===== config.mk =====
export PLATFORM = sky130hd
export DESIGN_NAME = pp_loop_monitor
export DESIGN_NICKNAME = d
export VERILOG_FILES = /design/src/rtl/pp_loop_monitor.sv
export SDC_FILE = /design/constraint.sdc
export NUM_CORES = 1
export LEC_CHECK = 0
export ABC_AREA = 1
export BUFFER_PORTS_ARGS = -buffer_cell sky130_fd_sc_hd__buf_4
export CAP_MARGIN = 0
export CORE_MARGIN = 10
export CORE_UTILIZATION = 24
export CTS_CLUSTER_DIAMETER = 40
export DETAILED_ROUTE_END_ITERATION = 6
export HOLD_SLACK_MARGIN = 0.1
export RECOVER_POWER = 50
export SYNTH_ARGS = -nofsm -noshare
export SYNTH_HDL_FRONTEND = slang
export SYNTH_SLANG_ARGS = --single-unit

===== constraint.sdc =====
create_clock -name clock -period 5.2 [get_ports clock]
set_clock_uncertainty 0.1 [all_clocks]
set_input_delay 1.04 -clock clock [delete_from_list [all_inputs] [get_ports clock]]
set_output_delay 1.04 -clock clock [all_outputs]
set_load 0.1 [all_outputs]

===== src/rtl/pp_loop_monitor.sv =====
`default_nettype none
// ============================================================================
// Module      : pp_loop_monitor
// Description : Tracks the phase, iteration counts, in-flight depth and sticky
//               protocol errors of one pipelined HLS loop.
// Revision    : 1.0 - initial release
// ============================================================================
module pp_loop_monitor #(
    parameter int FSM_WIDTH    = 2,
    parameter int MAX_INFLIGHT = 8,
    parameter int CNT_WIDTH    = 16,
    localparam int IW          = $clog2(MAX_INFLIGHT + 1)
) (
    input  logic                 clock,
    input  logic                 reset,
    input  logic [FSM_WIDTH-1:0] cur_state,
    input  logic                 pre_states_valid,
    input  logic [FSM_WIDTH-1:0] pre_loop_state0,
    input  logic                 post_states_valid,
    input  logic [FSM_WIDTH-1:0] post_loop_state0,
    input  logic [FSM_WIDTH-1:0] loop_quit_state,
    input  logic [FSM_WIDTH-1:0] iter_start_state,
    input  logic                 iter_start_enable,
    input  logic                 iter_start_block,
    input  logic [FSM_WIDTH-1:0] iter_end_state,
    input  logic                 iter_end_enable,
    input  logic                 iter_end_block,
    input  logic                 quit_at_end,
    input  logic                 finish,
    output logic [2:0]           phase,
    output logic [IW-1:0]        inflight,
    output logic [CNT_WIDTH-1:0] iter_issued,
    output logic [CNT_WIDTH-1:0] iter_retired,
    output logic [CNT_WIDTH-1:0] loop_execs,
    output logic                 loop_done,
    output logic                 finished,
    output logic [3:0]           err
);

    localparam logic [IW-1:0] C_MAX = IW'(MAX_INFLIGHT);

    typedef enum logic [2:0] {
        PH_IDLE  = 3'd0,
        PH_PRE   = 3'd1,
        PH_RUN   = 3'd2,
        PH_DRAIN = 3'd3,
        PH_POST  = 3'd4
    } phase_t;

    phase_t          r_state;
    phase_t          w_state_nxt;
    logic            w_s;
    logic            w_e;
    logic            w_q;
    logic            w_ovf;
    logic            w_udf;
    logic            w_done;
    logic            w_early;
    logic            w_goto_done;
    logic [IW-1:0]   w_inflight_nxt;

    assign w_s   = (cur_state == iter_start_state) & iter_start_enable & ~iter_start_block;
    assign w_e   = (cur_state == iter_end_state) & iter_end_enable & ~iter_end_block;
    assign w_q   = (cur_state == loop_quit_state);
    assign w_ovf = w_s & ~w_e & (inflight == C_MAX);
    assign w_udf = w_e & ~w_s & (inflight == '0);

    // Saturating depth: overflow holds at MAX, underflow holds at zero.
    always_comb begin
        w_inflight_nxt = inflight;
        if (w_s & ~w_e & ~w_ovf) begin
            w_inflight_nxt = inflight + IW'(1);
        end else if (w_e & ~w_s & ~w_udf) begin
            w_inflight_nxt = inflight - IW'(1);
        end
    end

    always_comb begin
        w_state_nxt = r_state;
        w_done      = 1'b0;
        w_early     = 1'b0;
        w_goto_done = 1'b0;
        case (r_state)
            PH_IDLE: begin
                if (pre_states_valid && (cur_state == pre_loop_state0)) begin
                    w_state_nxt = PH_PRE;
                end else if (w_s) begin
                    w_state_nxt = PH_RUN;
                end
            end
            PH_PRE: begin
                if (w_s) begin
                    w_state_nxt = PH_RUN;
                end
            end
            PH_RUN: begin
                if (w_q) begin
                    w_early = quit_at_end & (w_inflight_nxt != '0);
                    if (w_inflight_nxt == '0) begin
                        w_goto_done = 1'b1;
                    end else begin
                        w_state_nxt = PH_DRAIN;
                    end
                end
            end
            PH_DRAIN: begin
                w_early = w_s;
                if (w_inflight_nxt == '0) begin
                    w_goto_done = 1'b1;
                end
            end
            PH_POST: begin
                if (cur_state == post_loop_state0) begin
                    w_state_nxt = PH_IDLE;
                    w_done      = 1'b1;
                end
            end
            default: w_state_nxt = PH_IDLE;
        endcase
        // Loop completion is not a state: it resolves straight to POST or IDLE.
        if (w_goto_done) begin
            if (post_states_valid) begin
                w_state_nxt = PH_POST;
            end else begin
                w_state_nxt = PH_IDLE;
                w_done      = 1'b1;
            end
        end
    end

    always_ff @(posedge clock or negedge reset) begin
        if (!reset) begin
            r_state      <= PH_IDLE;
            inflight     <= '0;
            iter_issued  <= '0;
            iter_retired <= '0;
            loop_execs   <= '0;
            loop_done    <= 1'b0;
            finished     <= 1'b0;
            err          <= '0;
        end else if (finished) begin
            loop_done <= 1'b0;
        end else begin
            r_state      <= w_state_nxt;
            inflight     <= w_inflight_nxt;
            iter_issued  <= iter_issued + CNT_WIDTH'(w_s);
            iter_retired <= iter_retired + CNT_WIDTH'(w_e & ~w_udf);
            loop_execs   <= loop_execs + CNT_WIDTH'(w_done);
            loop_done    <= w_done;
            finished     <= finish;
            err          <= err | {finish & (r_state != PH_IDLE), w_early, w_udf, w_ovf};
        end
    end

    assign phase = r_state;

endmodule
`default_nettype wire


[Yosys cells after proc, flatten, opt, wreduce, memory -nomap -nowiden]
Index checks and enable logic that the tools add are counted.
Word-level totals
  logic and storage cells: 77
  bits in writable memories: 0
  memories: 0
  memory bits (read-only): 0
  register bits: 61
  output and inout port bits: 61
  latch bits: 0
Operators by class
  bitwise operators: 22
  multiply operators: 0
  divide/modulo/power cells: 0
  reductions and logical operators: 7
  $lt $le $gt $ge: 0
  eq/ne operators: 14
  muxes and demuxes: 21
  add/sub/neg operators: 5
  shifts and indexed selects: 0
Operator list (number)
  adder 16 x 1 -> 16 bit: 2
  2-to-1 mux 3 bit: 7
  adder 16 bit: 1
  AND 1 x 16 -> 16 bit: 1
  inverter 1 -> 16 bit: 1
  one-hot mux 3 bit (5 select lines): 1
  AND 1 bit: 12
  == test 2 bit: 5
  2-to-1 mux 1 bit: 9
  inequality test 3 bit (second input constant): 3
  logical NOT 4 bit: 2
  2-to-1 mux 4 bit: 2
  inverter 1 bit: 7
  == test 3 x 2 -> 1 bit (second input constant): 2
  AND reduction 5 bit: 1
  adder 4 x 1 -> 4 bit (second input constant): 1
  == test 4 bit (second input constant): 1
  OR 4 bit: 1
  one-hot mux 1 bit (2 select lines): 2
  nonzero test 4 bit: 1
  subtractor 4 x 1 -> 4 bit (second input constant): 1
  == test 3 x 1 -> 1 bit (second input constant): 1
  == test 3 bit (second input constant): 1
  logical NOT 3 bit: 1
  other kinds (3): 3

[Depth between registers and ports, before layout]
  word-level depth: 16
  gate-level depth with buffers: 23

[Worst setup path after synthesis]
OpenSTA, ideal clock, no wires.
  kind: reg2reg
  start: register inflight[0]
  end: register loop_execs[14]
  arrival time: 3.960 ns
  cell stages (with the launch flop): 21
  clock period less this slack: 4.222 ns
  slack: 0.978 ns
  setup time: 0.162 ns
  path through: dfrtp_1 > inv_1 > ha_1 > inv_1 > nor2_1 > nand2_1 > nand3_2 > nand3_1 > nand2_2 > a21oi_4 > nand3_2 > or2_4 > nand2_1 > ha_1 > ha_1 > nor3b_1 > nand3_1 > nor3b_1 > nand3_1 > nor3_1 > xor2_1
Between the ends
  longest elaborated chain between the ends: 12
  elaborated cells between the ends (all ways): 18
RTL lines
  start, declared: line 31  | output logic [IW-1:0] inflight,
  start signal, assigned: line 145  | inflight <= w_inflight_nxt;
  branches (longest 5 deep; another with subtractor 4 x 1 -> 4 bit)
  2-to-1 mux 4 bit *: line 71  | if (w_s & ~w_e & ~w_ovf) begin
  logical NOT 4 bit *: line 99, 108
  2-to-1 mux 1 bit *: line 99, 108
  2-to-1 mux 1 bit: line 97  | if (w_q) begin
  one-hot mux 1 bit (2 select lines) *: line 83  | case (r_state)
  2-to-1 mux 1 bit *: line 121  | if (w_goto_done) begin
  adder 16 x 1 -> 16 bit *: line 148  | loop_execs <= loop_execs + CNT_WIDTH'(w_done);
  end signal, assigned: line 148
  end, declared: line 34  | output logic [CNT_WIDTH-1:0] loop_execs,
Every way passes the cells marked *.
A chain may end at the register's enable or synchronous reset.

[Worst setup path in the final report]
  start: input cur_state[0]
  end: register loop_execs[14]
Between the ends
  longest elaborated chain between the ends: 16
  elaborated cells between the ends (all ways): 29
RTL lines
  start, declared: line 16  | input logic [FSM_WIDTH-1:0] cur_state,
  == test 2 bit: line 62  | assign w_s = (cur_state == iter_start_state) & iter_start_enable & ~iter_start_block;
  AND 1 bit (2 in series): line 62
  inverter 1 bit: line 66, 73
  AND 1 bit: line 66, 73
  AND 1 bit: line 66  | assign w_udf = w_e & ~w_s & (inflight == '0);
  inverter 1 bit: line 73  | end else if (w_e & ~w_s & ~w_udf) begin
  AND 1 bit: line 73
  2-to-1 mux 4 bit: line 73
  2-to-1 mux 4 bit: line 71
  logical NOT 4 bit: line 99, 108
  2-to-1 mux 1 bit: line 99, 108
  2-to-1 mux 1 bit: line 97
  one-hot mux 1 bit (2 select lines): line 83
  2-to-1 mux 1 bit *: line 121
  adder 16 x 1 -> 16 bit *: line 148
Every way passes the cells marked *; elsewhere a longest branch is shown, timed or not.

==> flow_summary.json <==
{
  "min_from": "iter_issued[15]",
  "nFillCells": 1489,
  "crit_path_frequent_cell": "nand3_1",
  "yosysWarnings": 0,
  "crit_start": "cur_state[0]",
  "ctsLongestPathBuffers": 2,
  "antenna_found_initial": 0,
  "final-setup-viol-count": 0,
  "dieHeight_um": 139.8,
  "grt_usage_pct": 8.884,
  "ioPinCount": 83,
  "path_clk_slew_ps": 50,
  "r2r_setup_slack_ps": 1130,
  "initial_core_util_pct": 24.62,
  "final-seq-area_mm2": 0.001526,
  "final_nets": 499,
  "timing.hold.ws_ps": 370.6,
  "violations": "max-capacitance violations, max-slew violations",
  "slowest_delay_ps": 410,
  "cp_max_fo": 6,
  "core_area_mm2": 0.01399,
  "synth.avg_cell_area_um2": 9.041,
  "synth-edff-count": 0,
  "netlist_area_mm2": 0.003445,
  "drc": 0,
  "drive_gt1_share_pct": 23.68,
  "layout.cells.non_filler": 653,
  "drv_slew": 94,
  "critPathCaptureType": "flop",
  "grt_max_degree": 62,
  "clk_latency_ps": 330,
  "cts_tree": "done",
  "critical_path_class": "input port to flop",
  "die_w_um": 139.8,
  "period_minus_slack_ps": 4424,
  "fp-row-count": 43,
  "vias": 2778,
  "syn_nets": 411,
  "outcome": "finished with violations",
  "slew_headroom_pct": -126.1,
  "cp-start-kind": "input port",
  "final_antenna_net_count": 0,
  "critPathArrivalTime_ps": 4570,
  "holdCritPathClass": "flop to flop",
  "slowest_stage": "nor2_1",
  "p_leak_uw": 0.002223,
  "layout_commonest_cell": "nand2_1",
  "syn2layout_area_growth_pct": 29.60,
  "cts-htree-levels": 3,
  "crit_required_ps": 5350,
  "cap_violations": 2,
  "fin_setup_tns_ps": 0,
  "cp_cell_sequence": "buf_4 > inv_8 > nand2_4 > nand3_4 > nor2_1 > nand3_4 > nand3_1 > nand2_2 > a21oi_4 > nand3_2 > or2_4 > nand2_1 > ha_1 > ha_1 > nor3b_1 > nand3_1 > nor3b_1 > nand3_1 > nor3_1 > xor2_1",
  "power.density_mw_per_mm2": 264.6,
  "postCtsSetupRepairBufs": 0,
  "cts_buffers": 9,
  "final_cell_mix": "nand2_1 (76), buf_4 (62), dfrtp_1 (61)",
  "timing.final.hold_violations": 0,
  "hold_buffers": 0,
  "ys_ff_latch": 61,
  "multiInputGateArea_mm2": 0.001635,
  "cts_resized": 0,
  "async_flop_share_pct": 100.0,
  "grt_pass1_wl_um": 14390,
  "port_buffers": 82,
  "clock_sinks": 61,
  "viasPerCell": 4.254,
  "worstMarginPinSlew_ps": 3391,
  "rr_startpoint": "inflight[0]",
  "wl_per_cell_um": 13.30,
  "wl_um": 8685,
  "yosysSeqAreaShare_pct": 44.32,
  "fin_crit_sh_pct": 85.08,
  "die_area_mm2": 0.01954,
  "grt_pass1_vias": 2806,
  "grt_overflow_total": 0,
  "synth_cell_types": 40,
  "drt_iter0_drc": 220,
  "place_congestion": 0.7997,
  "ir_worst_vdd_mv": 0.1362,
  "diodes": 0,
  "max_freq_mhz": 226.0,
  "p_total_uw": 1181,
  "rsz0062_at_grt": "no",
  "synth-main-ff-cell": "dfrtp_1",
  "placed_cells": 638,
  "synthCells": 381,
  "dp_hpwl_um": 6640,
  "first_pass_iters": 4,
  "cts_root_buffer": "clkbuf_16"
}
[cells in the mapped netlist (all sizes together), types with 3 or more instances]
master   n  area [um^2]
nand2   89        386.6
dfrtp   61         1526
inv     51        204.0
nand3   34        247.7
xor2    28        245.2
nor2    27        152.6
xnor2   20        175.2
nor3    14        70.07
nand4   11        68.82
ha       8        100.1
o21ai    7        35.03
a21oi    4        35.04
buf      4        41.29
nor3b    4        30.03
clkbuf   3        11.26
[cell type report]
cell class	count	area share [%]
clock buffer	11	5.437
clock inverter	4	1.626
inverter	53	4.793
multi-input combinational	260	36.63
sequential	61	34.19
tap	180	5.045
timing repair buffer	84	12.28
[power by group]
part / internal [uW] / switching [uW] / total [uW] / leakage (uW)
Clock: 429 / 216 / 645 / 0.000152
Combinational: 24.3 / 37.5 / 61.8 / 0.00133
Sequential: 475 / 0 / 475 / 0.000743
[metrics by stage]
step	utilization, %	area, um^2	worst slack, ps
floorplan	-	3445	977.6
global placement	30.37	4248	883.6
detailed placement	30.37	4248	699.5
CTS	32.62	4563	1033
global route	31.91	4464	517.1
finish	31.91	4464	775.9
[flip-flops by register name, indices dropped and copies added (netlist names)]
| name | flops |
|---|---|
| loop_execs | 16 |
| phase | 3 |
| iter_retired | 16 |
| finished | 1 |
| err | 4 |
| iter_issued | 16 |
| loop_done | 1 |
| inflight | 4 |
[metal layers]
metal | global-route usage, % | vias to the layer above | wire, um
met5 | 0 | - | 0
met4 | 3.533 | 0 | 134
met3 | 3.675 | 13 | 666
met2 | 14.08 | 87 | 3971
met1 | 10.40 | 1288 | 3913
li1 | - | 1390 | -
[worst max-delay path, delay by kind of cell]
kind	cells	cell delay (ps)
xor+xnor	1	180
compound gates	1	150
buf+inv	2	210
simple gates	14	2580
fa+ha+maj	2	380
[logic make-up after synthesis]
family,share of synthesized area [%]
AOI/OAI and AO/OA,4.069
xor gates and xnor gates,12.21
DFF,44.32
buffers and inverters,7.737
adders and majority gates,2.906
and+or+nand+nor,28.77
[worst paths after layout]
check | to | cells after the start
worst max-delay path | loop_execs[14] | 20
worst min-delay path | iter_issued[15] | 1
worst max register to register | loop_execs[14] | 21
worst min register to register | iter_issued[15] | 1
max in group asynchronous | err[2] | 1
min in group asynchronous | iter_retired[14] | 1
(Power assumes the default switching activity.)
